--- config.mk ---
export PLATFORM = sky130hd
export DESIGN_NAME = t08_lcd_bus_ctrl
export DESIGN_NICKNAME = d
export VERILOG_FILES = /design/src/rtl/t08_lcd_bus_ctrl.sv
export SDC_FILE = /design/constraint.sdc
export NUM_CORES = 1
export LEC_CHECK = 0
export ABC_AREA = 0
export BUFFER_PORTS_ARGS = -buffer_cell sky130_fd_sc_hd__clkbuf_2
export CORE_ASPECT_RATIO = 0.8
export CORE_UTILIZATION = 55
export CTS_CLUSTER_DIAMETER = 40
export DETAILED_ROUTE_END_ITERATION = 7
export PLACE_DENSITY_LB_ADDON = 0.12
export SKIP_CTS_REPAIR_TIMING = 1
export SYNTH_ARGS = -nofsm -noshare
export SYNTH_HDL_FRONTEND = slang
export SYNTH_SLANG_ARGS = --single-unit
--- constraint.sdc ---
create_clock -name clk -period 6 [get_ports clk]
set_clock_uncertainty 0.1 [all_clocks]
set_input_delay 0.3 -clock clk [delete_from_list [all_inputs] [get_ports clk]]
set_output_delay 0.3 -clock clk [all_outputs]
set_load 0.02 [all_outputs]
--- src/rtl/t08_lcd_bus_ctrl.sv ---
// t08_lcd_bus_ctrl: 8080-style parallel display bus engine fed by a small entry FIFO.
// Entries are {rd, dcx, data}; the engine walks SETUP -> strobe-low -> strobe-high per entry
// and chains straight into the next SETUP when more work is queued, keeping CSX low.
module t08_lcd_bus_ctrl #(
   parameter int unsigned WIDTH   = 8,
   parameter int unsigned DEPTH   = 4,
   parameter int unsigned WR_LOW  = 1,
   parameter int unsigned WR_HIGH = 1,
   parameter int unsigned RD_LOW  = 2,
   parameter int unsigned RD_HIGH = 1
) (
   input  logic             clk,
   input  logic             rst,
   input  logic             en,
   input  logic             in_valid,
   output logic             in_ready,
   input  logic             in_rd,
   input  logic             in_dcx,
   input  logic [WIDTH-1:0] in_data,
   output logic [WIDTH-1:0] rd_data,
   output logic             rd_valid,
   output logic             busy,
   output logic [WIDTH-1:0] bus_out,
   input  logic [WIDTH-1:0] bus_in,
   output logic             bus_oeb,
   output logic             spi_csx,
   output logic             spi_dcx,
   output logic             spi_wrx,
   output logic             spi_rdx
);

   localparam int unsigned PtrW  = (DEPTH > 1) ? $clog2(DEPTH) : 1;
   localparam int unsigned CntW  = $clog2(DEPTH + 1);
   localparam int unsigned MaxWr = (WR_LOW > WR_HIGH) ? WR_LOW : WR_HIGH;
   localparam int unsigned MaxRd = (RD_LOW > RD_HIGH) ? RD_LOW : RD_HIGH;
   localparam int unsigned MaxPh = (MaxWr > MaxRd) ? MaxWr : MaxRd;
   localparam int unsigned PhW   = (MaxPh > 1) ? $clog2(MaxPh) : 1;
   localparam int unsigned EntW  = WIDTH + 2;

   typedef enum logic [2:0] {
      StIdle,
      StSetup,
      StWrLo,
      StWrHi,
      StRdLo,
      StRdHi
   } state_e;

   // FIFO
   logic [EntW-1:0]  mem_q [DEPTH];
   logic [PtrW-1:0]  wr_ptr_q;
   logic [PtrW-1:0]  rd_ptr_q;
   logic [CntW-1:0]  count_q;
   logic             full;
   logic             empty;
   logic             push;
   logic             pop;
   logic [EntW-1:0]  head;
   logic             head_rd;
   logic             head_dcx;
   logic [WIDTH-1:0] head_data;

   // FSM and phase counter
   state_e           state_q;
   state_e           state_d;
   logic [PhW-1:0]   ph_q;
   logic [PhW-1:0]   ph_d;
   logic             ph_last;
   logic             rd_q;
   logic             next_rd;
   logic             more;

   // Pin registers
   logic             csx_q;
   logic             wrx_q;
   logic             rdx_q;
   logic             dcx_q;
   logic             oeb_q;
   logic             oeb_d;
   logic [WIDTH-1:0] bus_out_q;
   logic [WIDTH-1:0] rd_data_q;
   logic             rd_valid_q;

   assign full      = (count_q == CntW'(DEPTH));
   assign empty     = (count_q == '0);
   assign in_ready  = !full;
   // in_ready already folds in full, so a push while full is dropped even if a pop coincides
   assign push      = in_valid && !full;

   assign head      = mem_q[rd_ptr_q];
   assign head_rd   = head[EntW-1];
   assign head_dcx  = head[EntW-2];
   assign head_data = head[WIDTH-1:0];

   assign ph_last   = (ph_q == '0);
   assign more      = en && !empty;

   // FIFO storage, written only on an accepted push
   always_ff @(posedge clk) begin
      if (push) begin
         mem_q[wr_ptr_q] <= {in_rd, in_dcx, in_data};
      end
   end

   // FIFO pointers and occupancy; DEPTH is a power of two so pointers wrap naturally
   always_ff @(posedge clk) begin
      if (rst) begin
         wr_ptr_q <= '0;
         rd_ptr_q <= '0;
         count_q  <= '0;
      end else begin
         if (push) begin
            wr_ptr_q <= wr_ptr_q + 1'b1;
         end
         if (pop) begin
            rd_ptr_q <= rd_ptr_q + 1'b1;
         end
         case ({push, pop})
            2'b10:   count_q <= count_q + 1'b1;
            2'b01:   count_q <= count_q - 1'b1;
            default: count_q <= count_q;
         endcase
      end
   end

   // Next-state, pop decision and phase counter reload/decrement
   always_comb begin
      state_d = state_q;
      ph_d    = ph_q;
      pop     = 1'b0;
      unique case (state_q)
         StIdle: begin
            if (more) begin
               pop     = 1'b1;
               state_d = StSetup;
            end
         end
         StSetup: begin
            if (rd_q) begin
               state_d = StRdLo;
               ph_d    = PhW'(RD_LOW - 1);
            end else begin
               state_d = StWrLo;
               ph_d    = PhW'(WR_LOW - 1);
            end
         end
         StWrLo: begin
            if (ph_last) begin
               state_d = StWrHi;
               ph_d    = PhW'(WR_HIGH - 1);
            end else begin
               ph_d = ph_q - 1'b1;
            end
         end
         StRdLo: begin
            if (ph_last) begin
               state_d = StRdHi;
               ph_d    = PhW'(RD_HIGH - 1);
            end else begin
               ph_d = ph_q - 1'b1;
            end
         end
         StWrHi, StRdHi: begin
            if (ph_last) begin
               if (more) begin
                  pop     = 1'b1;
                  state_d = StSetup;
               end else begin
                  state_d = StIdle;
               end
            end else begin
               ph_d = ph_q - 1'b1;
            end
         end
         default: state_d = StIdle;
      endcase
   end

   // Bus drive enable for the upcoming state: driven only for a write from SETUP through WR_HI
   always_comb begin
      oeb_d   = 1'b1;
      next_rd = pop ? head_rd : rd_q;
      unique case (state_d)
         StSetup:        oeb_d = next_rd;
         StWrLo, StWrHi: oeb_d = 1'b0;
         default:        oeb_d = 1'b1;
      endcase
   end

   // State register, phase counter and latched entry kind
   always_ff @(posedge clk) begin
      if (rst) begin
         state_q <= StIdle;
         ph_q    <= '0;
         rd_q    <= 1'b0;
      end else begin
         state_q <= state_d;
         ph_q    <= ph_d;
         if (pop) begin
            rd_q <= head_rd;
         end
      end
   end

   // Pin flops decoded from the next state so each pin changes together with the state
   always_ff @(posedge clk) begin
      if (rst) begin
         csx_q      <= 1'b1;
         wrx_q      <= 1'b1;
         rdx_q      <= 1'b1;
         dcx_q      <= 1'b0;
         oeb_q      <= 1'b1;
         bus_out_q  <= '0;
         rd_data_q  <= '0;
         rd_valid_q <= 1'b0;
      end else begin
         csx_q      <= (state_d == StIdle);
         wrx_q      <= (state_d != StWrLo);
         rdx_q      <= (state_d != StRdLo);
         oeb_q      <= oeb_d;
         rd_valid_q <= 1'b0;
         if (pop) begin
            dcx_q <= head_dcx;
            // Reads leave the last written value on the (undriven) bus register
            if (!head_rd) begin
               bus_out_q <= head_data;
            end
         end
         if (state_q == StRdLo && ph_last) begin
            rd_data_q  <= bus_in;
            rd_valid_q <= 1'b1;
         end
      end
   end

   assign spi_csx  = csx_q;
   assign spi_wrx  = wrx_q;
   assign spi_rdx  = rdx_q;
   assign spi_dcx  = dcx_q;
   assign bus_oeb  = oeb_q;
   assign bus_out  = bus_out_q;
   assign rd_data  = rd_data_q;
   assign rd_valid = rd_valid_q;
   assign busy     = (state_q != StIdle) || !empty;

endmodule

**Yosys cells after proc, flatten, opt, wreduce, memory -nomap -nowiden**

Memory sizes are Yosys's and may differ from the RTL's. A register that Yosys moved wholly into a read port is not among the register bits.
Cells that the tools add are included.

- Memories: 1
- Input port bits: 22
- Output and inout bits: 24
- Memory bits (writable): 40
- Register bits after elaboration: 34
- Word-level logic and storage cells: 72

Memory list:

| memory | depth | bits a word | read ports | clocked after Yosys merged registers in | wr ports | RTL line | RTL |
|---|---|---|---|---|---|---|---|
| mem_q | 4 | 10 | 1 | 1 | 1 | 50 | `logic [EntW-1:0] mem_q [DEPTH];` |

- Reductions and logical operators: 16
- Multiplexer cells: 21
- Bitwise logic cells: 2
- Eq/ne operators: 13
- Add/subtract/negate cells: 5

Operators with widths:

| kind | count |
|---|---|
| 2-to-1 mux 3 bit | 5 |
| one-hot mux 3 bit (5 select lines) | 1 |
| equality test 3 x 2 -> 1 bit (second input constant) | 4 |
| equality test 3 bit (second input constant) | 3 |
| logical NOT 3 bit | 3 |
| 2-to-1 mux 1 bit | 9 |
| equality test 3 x 1 -> 1 bit (second input constant) | 2 |
| one-hot mux 1 bit (2 select lines) | 3 |
| one-hot mux 3 bit (2 select lines) | 1 |
| adder 2 x 1 -> 2 bit (second input constant) | 2 |
| 2-to-1 mux 2 bit | 2 |
| nonzero test 2 bit | 2 |
| OR reduction 2 bit | 2 |
| OR reduction 4 bit | 1 |
| adder 3 x 1 -> 3 bit (second input constant) | 1 |
| logical AND 1 bit | 3 |
| != test 3 x 2 -> 1 bit (second input constant) | 1 |
| != test 3 bit (second input constant) | 1 |
| nonzero test 3 bit | 1 |
| subtractor 3 x 1 -> 3 bit (second input constant) | 1 |
| equality test 2 x 1 -> 1 bit (second input constant) | 1 |
| equality test 2 bit (second input constant) | 1 |
| logical NOT 1 bit | 2 |
| inverter 1 bit | 2 |
| 3 further kinds | 3 |

**Logic depth before layout (Yosys ltp)**

- Word-level depth: 9
- Gate-level depth with buffers: 11
- Depth with buffers taken out: 9

**Worst setup path after synthesis**

OpenSTA, ideal clock, no wires.

- Path type: register -> register
- From: register count_q[2]
- To: register count_q[2]
- Cell stages (with the launch flop): 10
- Arrival time: 2.299 ns
- Path slack: 3.530 ns
- Period minus slack after synthesis: 2.470 ns
- Setup time: 0.070 ns
- Buffers on the path: 0
- Required time: 5.830 ns
- Cell sequence: dfxtp_1 or3b_1 and2_1 inv_2 ha_1 inv_1 fa_1 xor2_1 or3_1 a21oi_1

- Elaborated cells between the ends (all ways): 15
- Those cells by class: add/sub (2); eq/ne (3); mux (4); reduce/logical (6)

RTL lines:

| item | RTL line | RTL |
|---|---|---|
| start, declared | 53 | `logic [CntW-1:0] count_q;` |
| start signal, assigned | 119 | `2'b10: count_q <= count_q + 1'b1;` |
| start signal, assigned | 120 | `2'b01: count_q <= count_q - 1'b1;` |
| start signal, assigned | 121 | `default: count_q <= count_q;` |
| equality test 3 bit (*) | 84 | `assign full = (count_q == CntW'(DEPTH));` |
| logical NOT 1 bit (*) | -- |  |
| via in_ready | 16 | `output logic in_ready,` |
| logical AND 1 bit (*) | 88 | `assign push = in_valid && !full;` |
| equality test 2 x 1 -> 1 bit or equality test 2 bit (tied branches) | 118 | `case ({push, pop})` |
| one-hot mux 3 bit (2 select lines) or nonzero test 2 bit (tied branches) | -- |  |

The timed path passes the listed nets; every way through them passes the cells marked *.
A chain may end at the register's enable or synchronous reset.

**Worst setup path after layout**

- From: register state_q[0]
- To: register count_q[2]

- Word-level cells in the longest chain between the ends: 5
- Elaborated cells between the ends (all ways): 9
- Those cells by class: eq/ne (4); mux (2); reduce/logical (3)

Ends and longest elaborated chain:

| item | RTL line | RTL |
|---|---|---|
| start, declared | 64 | `state_e state_q;` |
| start signal, assigned | 193 | `state_q <= StIdle;` |
| start signal, assigned | 197 | `state_q <= state_d;` |
| equality test 3 x 2 -> 1 bit or equality test 3 bit (tied branches) | 131 | `unique case (state_q)` |
| OR reduction 2 bit | 131 |  |
| one-hot mux 1 bit (2 select lines) (*) | 131 |  |
| via pop | 57 | `logic pop;` |
| equality test 2 x 1 -> 1 bit or equality test 2 bit (tied branches) | 118 |  |
| one-hot mux 3 bit (2 select lines) or nonzero test 2 bit (tied branches) | -- |  |

Marks and branches as above.

==> impl_metrics.tcl <==
set metrics [dict create \
    ys_warn_count 0 \
    arrival_ps 2730 \
    syn-mean-instance-area_um2 13.08 \
    htree_num_levels 3 \
    r2r-end "count_q[2]" \
    remaining_drc_errors 0 \
    antenna_found_initial 0 \
    clkTransAtPathRegs_ps 70 \
    root_buffer "clkbuf_8" \
    cts_buffers 9 \
    firstDrtPassIters 4 \
    ant_nets 0 \
    syn_nets 260 \
    power_mw 1.456 \
    hold_path.class "input pin to flip-flop" \
    insertion_delay_ps 350 \
    rsz0062_at_grt "false" \
    hpwl_um 3734 \
    fp-row-count 23 \
    reg2reg_from "state_q[0]" \
    critPathCapture "count_q[2]" \
    clock_path_buffers 2 \
    final_nets 303 \
    drv_cap 0 \
    yosysUniqueCellTypes 44 \
    synth_xor_area_share_pct 1.155 \
    grt_overflow 0 \
    period_share_pct 42.61 \
    outcome "completed" \
    grt_max_degree 32 \
    r2r_setup_slack_ps 3440 \
    final_util_pct 66.97 \
    cp-end-kind "flip-flop" \
    fmax_ghz 0.3911 \
    final_max_slew_viol_count 0 \
    worst_pin_slew_ps 985.4 \
    ys_ff_latch 76 \
    diodes 0 \
    wirelength_um 5615 \
    syn_area_um2 3034 \
    viasPerCell 5.658 \
    worst_ep_required_time_ps 6170 \
    finalCriticalPeriod_ps 2557 \
    worstSetupStartpointType "flip-flop" \
    peakVddDrop_v 0.0002627 \
    cts.sinks 76 \
    core_area_um2 5151 \
    grt_pass1_wl_um 9087 \
    dpl_cell_area_um2 3258 \
    hold_violations 0 \
    tritoncts "done" \
    ys_seq_area_share_pct 63.34 \
    wl_per_cell_um 16.42 \
    worstRegToRegCells 9 \
    die_x_um 85.04 \
    worstSetupPathType "flip-flop to flip-flop" \
    p_leak_nw 1.229 \
    p_per_area_nw_per_um2 422.1 \
    die_y_um 68.44 \
    start_util_pct 58.90 \
    io_pins 46 \
    synthMuxAreaShare_pct 8.454 \
    drt_iter0_markers 201 \
    tns_ps 0 \
    critPathLaunch "state_q[0]" \
    synth_fa_ha_area_share_pct 2.722 \
    hold_ws_ps 66.29 \
    postLayoutCellArea_um2 3450 \
    synth-simple-area-share_pct 10.93 \
    slew_headroom_pct 33.91 \
    grt_pass1_vias 1871 \
    grt_usage_pct 21.88 \
    place_congestion 0.7870 \
    synthesis.instances 232 \
    syn2layout_area_growth_pct 13.69 \
    synth-compound-area-share_pct 9.814 \
    numPortBuffers 45 \
    drive_above_1_share_pct 26.79 \
    setup_viol 0 \
    dieArea_um2 5820 \
    vias 1935 \
    worstPathMaxFanout 14 \
    synth_top_family_by_area "simple AND/OR/NAND/NOR gates" \
]
[per-layer routing]
layer / global-route usage [%] / wire length [um] / part of all wire [%]
met5: 0 / 0 / 0
met4: 9.322 / 109 / 1.9
met3: 8.685 / 447 / 8.0
met2: 32.46 / 2499 / 45
met1: 28.81 / 2558 / 46
[where the power goes]
part | switching, mW | internal [mW]
Clock | 0.182 | 0.190
Combinational | 0.240 | 0.158
Sequential | 0.0666 | 0.620
[synth_stat cells (all sizes together)]
cell    instances  share of area [%]
a211oi          1               0.25
a21o            1               0.25
xor2            2               0.58
a21oi          24                4.0
mux4            9                6.7
inv             8               0.99
fa              1               0.66
nor2           10                1.2
edfxtp         40                 40
o21ai           5               0.82
nand2          23                2.8
dfxtp          36                 24
a22oi           1               0.25
nand3           6               0.99
o31a            1               0.29
nand4           8                1.6
nand2b          2               0.41
buf            10                2.2
mux2i           3                1.4
clkbuf          3               0.37
a41oi           1               0.29
and4b           1               0.33
nand3b          1               0.25
o31ai          10                2.6
o21ba           1               0.54
or3             1               0.21
ha              5                2.1
a32oi           1               0.29
and2            1               0.21
or4             1               0.25
mux2            1               0.37
nor2b           1               0.21
o21bai          1               0.25
xnor2           2               0.58
or3b            1               0.29
and3            5                1.0
nor3            4                1.0
[worst max-delay path, stage by stage (launching register included)]
cell and delay, ps:
dfxtp_1 510, nand2b_1 180, o21ba_4 310, nor2_1 150, ha_1 200, inv_1 60, fa_1 370, xor2_1 160
or3_1 300, a21oi_1 140
[registers in the layout (all words and copies together), names as in the netlist, named ones only]
register,flops
rd_data,8
state_q,3
rd_valid,1
count_q,3
rd_ptr_q,2
spi_wrx,1
ph_q,1
rd_q,1
mem_q,40
bus_oeb,1
spi_csx,1
spi_rdx,1
spi_dcx,1
wr_ptr_q,2
bus_out,8
[how the worst min path moves through the flow]
stage	to	from	slack, ps	depth (start not counted)
after global placement	rd_data[6]	rd_data[6]	340	2
after floorplan	state_q[2]	rst	300	1
final	rd_data[2]	bus_in[2]	70	3
after global routing	rd_data[3]	bus_in[3]	60	3
after detailed placement	rd_data[6]	rd_data[6]	350	2
after CTS	rd_data[5]	bus_in[5]	50	3
[per-stage QoR]
| step | instances | worst slack [ps] |
|---|---|---|
| 2_1_floorplan | 232 | 3530 |
| 3_3_place_gp | 326 | 3549 |
| 3_5_place_dp | 326 | 3475 |
| 4_1_cts | 342 | 3469 |
| 5_1_grt | 342 | 3273 |
| 6_report | 342 | 3443 |
[logic make-up after synthesis]
group | count (synthesis)
adder cells (fa/ha/maj) | 6
AND/OR/NAND/NOR | 65
flip-flops | 76
multiplexers | 13
AO/OA/AOI/OAI | 47
buffers and inverters | 21
XOR/XNOR | 4
[final cells by class]
class                           instances  area (um2)
Clock inverter                          7       67.56
Multi-Input combinational cell        135        1003
Fill cell                             400        1702
Clock buffer                            9       123.9
Tap cell                               62       77.57
Sequential cell                        76        1922
Inverter                                8       30.03
Timing Repair Buffer                   45       225.2
[cells in the final DEF, fill, tap and decap left out, drive strengths merged, types with 3 or more instances in the layout]
cell and instances:
ha 5, clkinv 4, o21ai 5, o31ai 10, mux2i 3, mux4 9
nand2 23, and3 5, edfxtp 40, a21oi 24, nor2 10, nor3 4
dfxtp 36, inv 8, clkbuf 54, nand4 8, nand3 6
No activity file was read; power rests on OpenSTA's default activity.
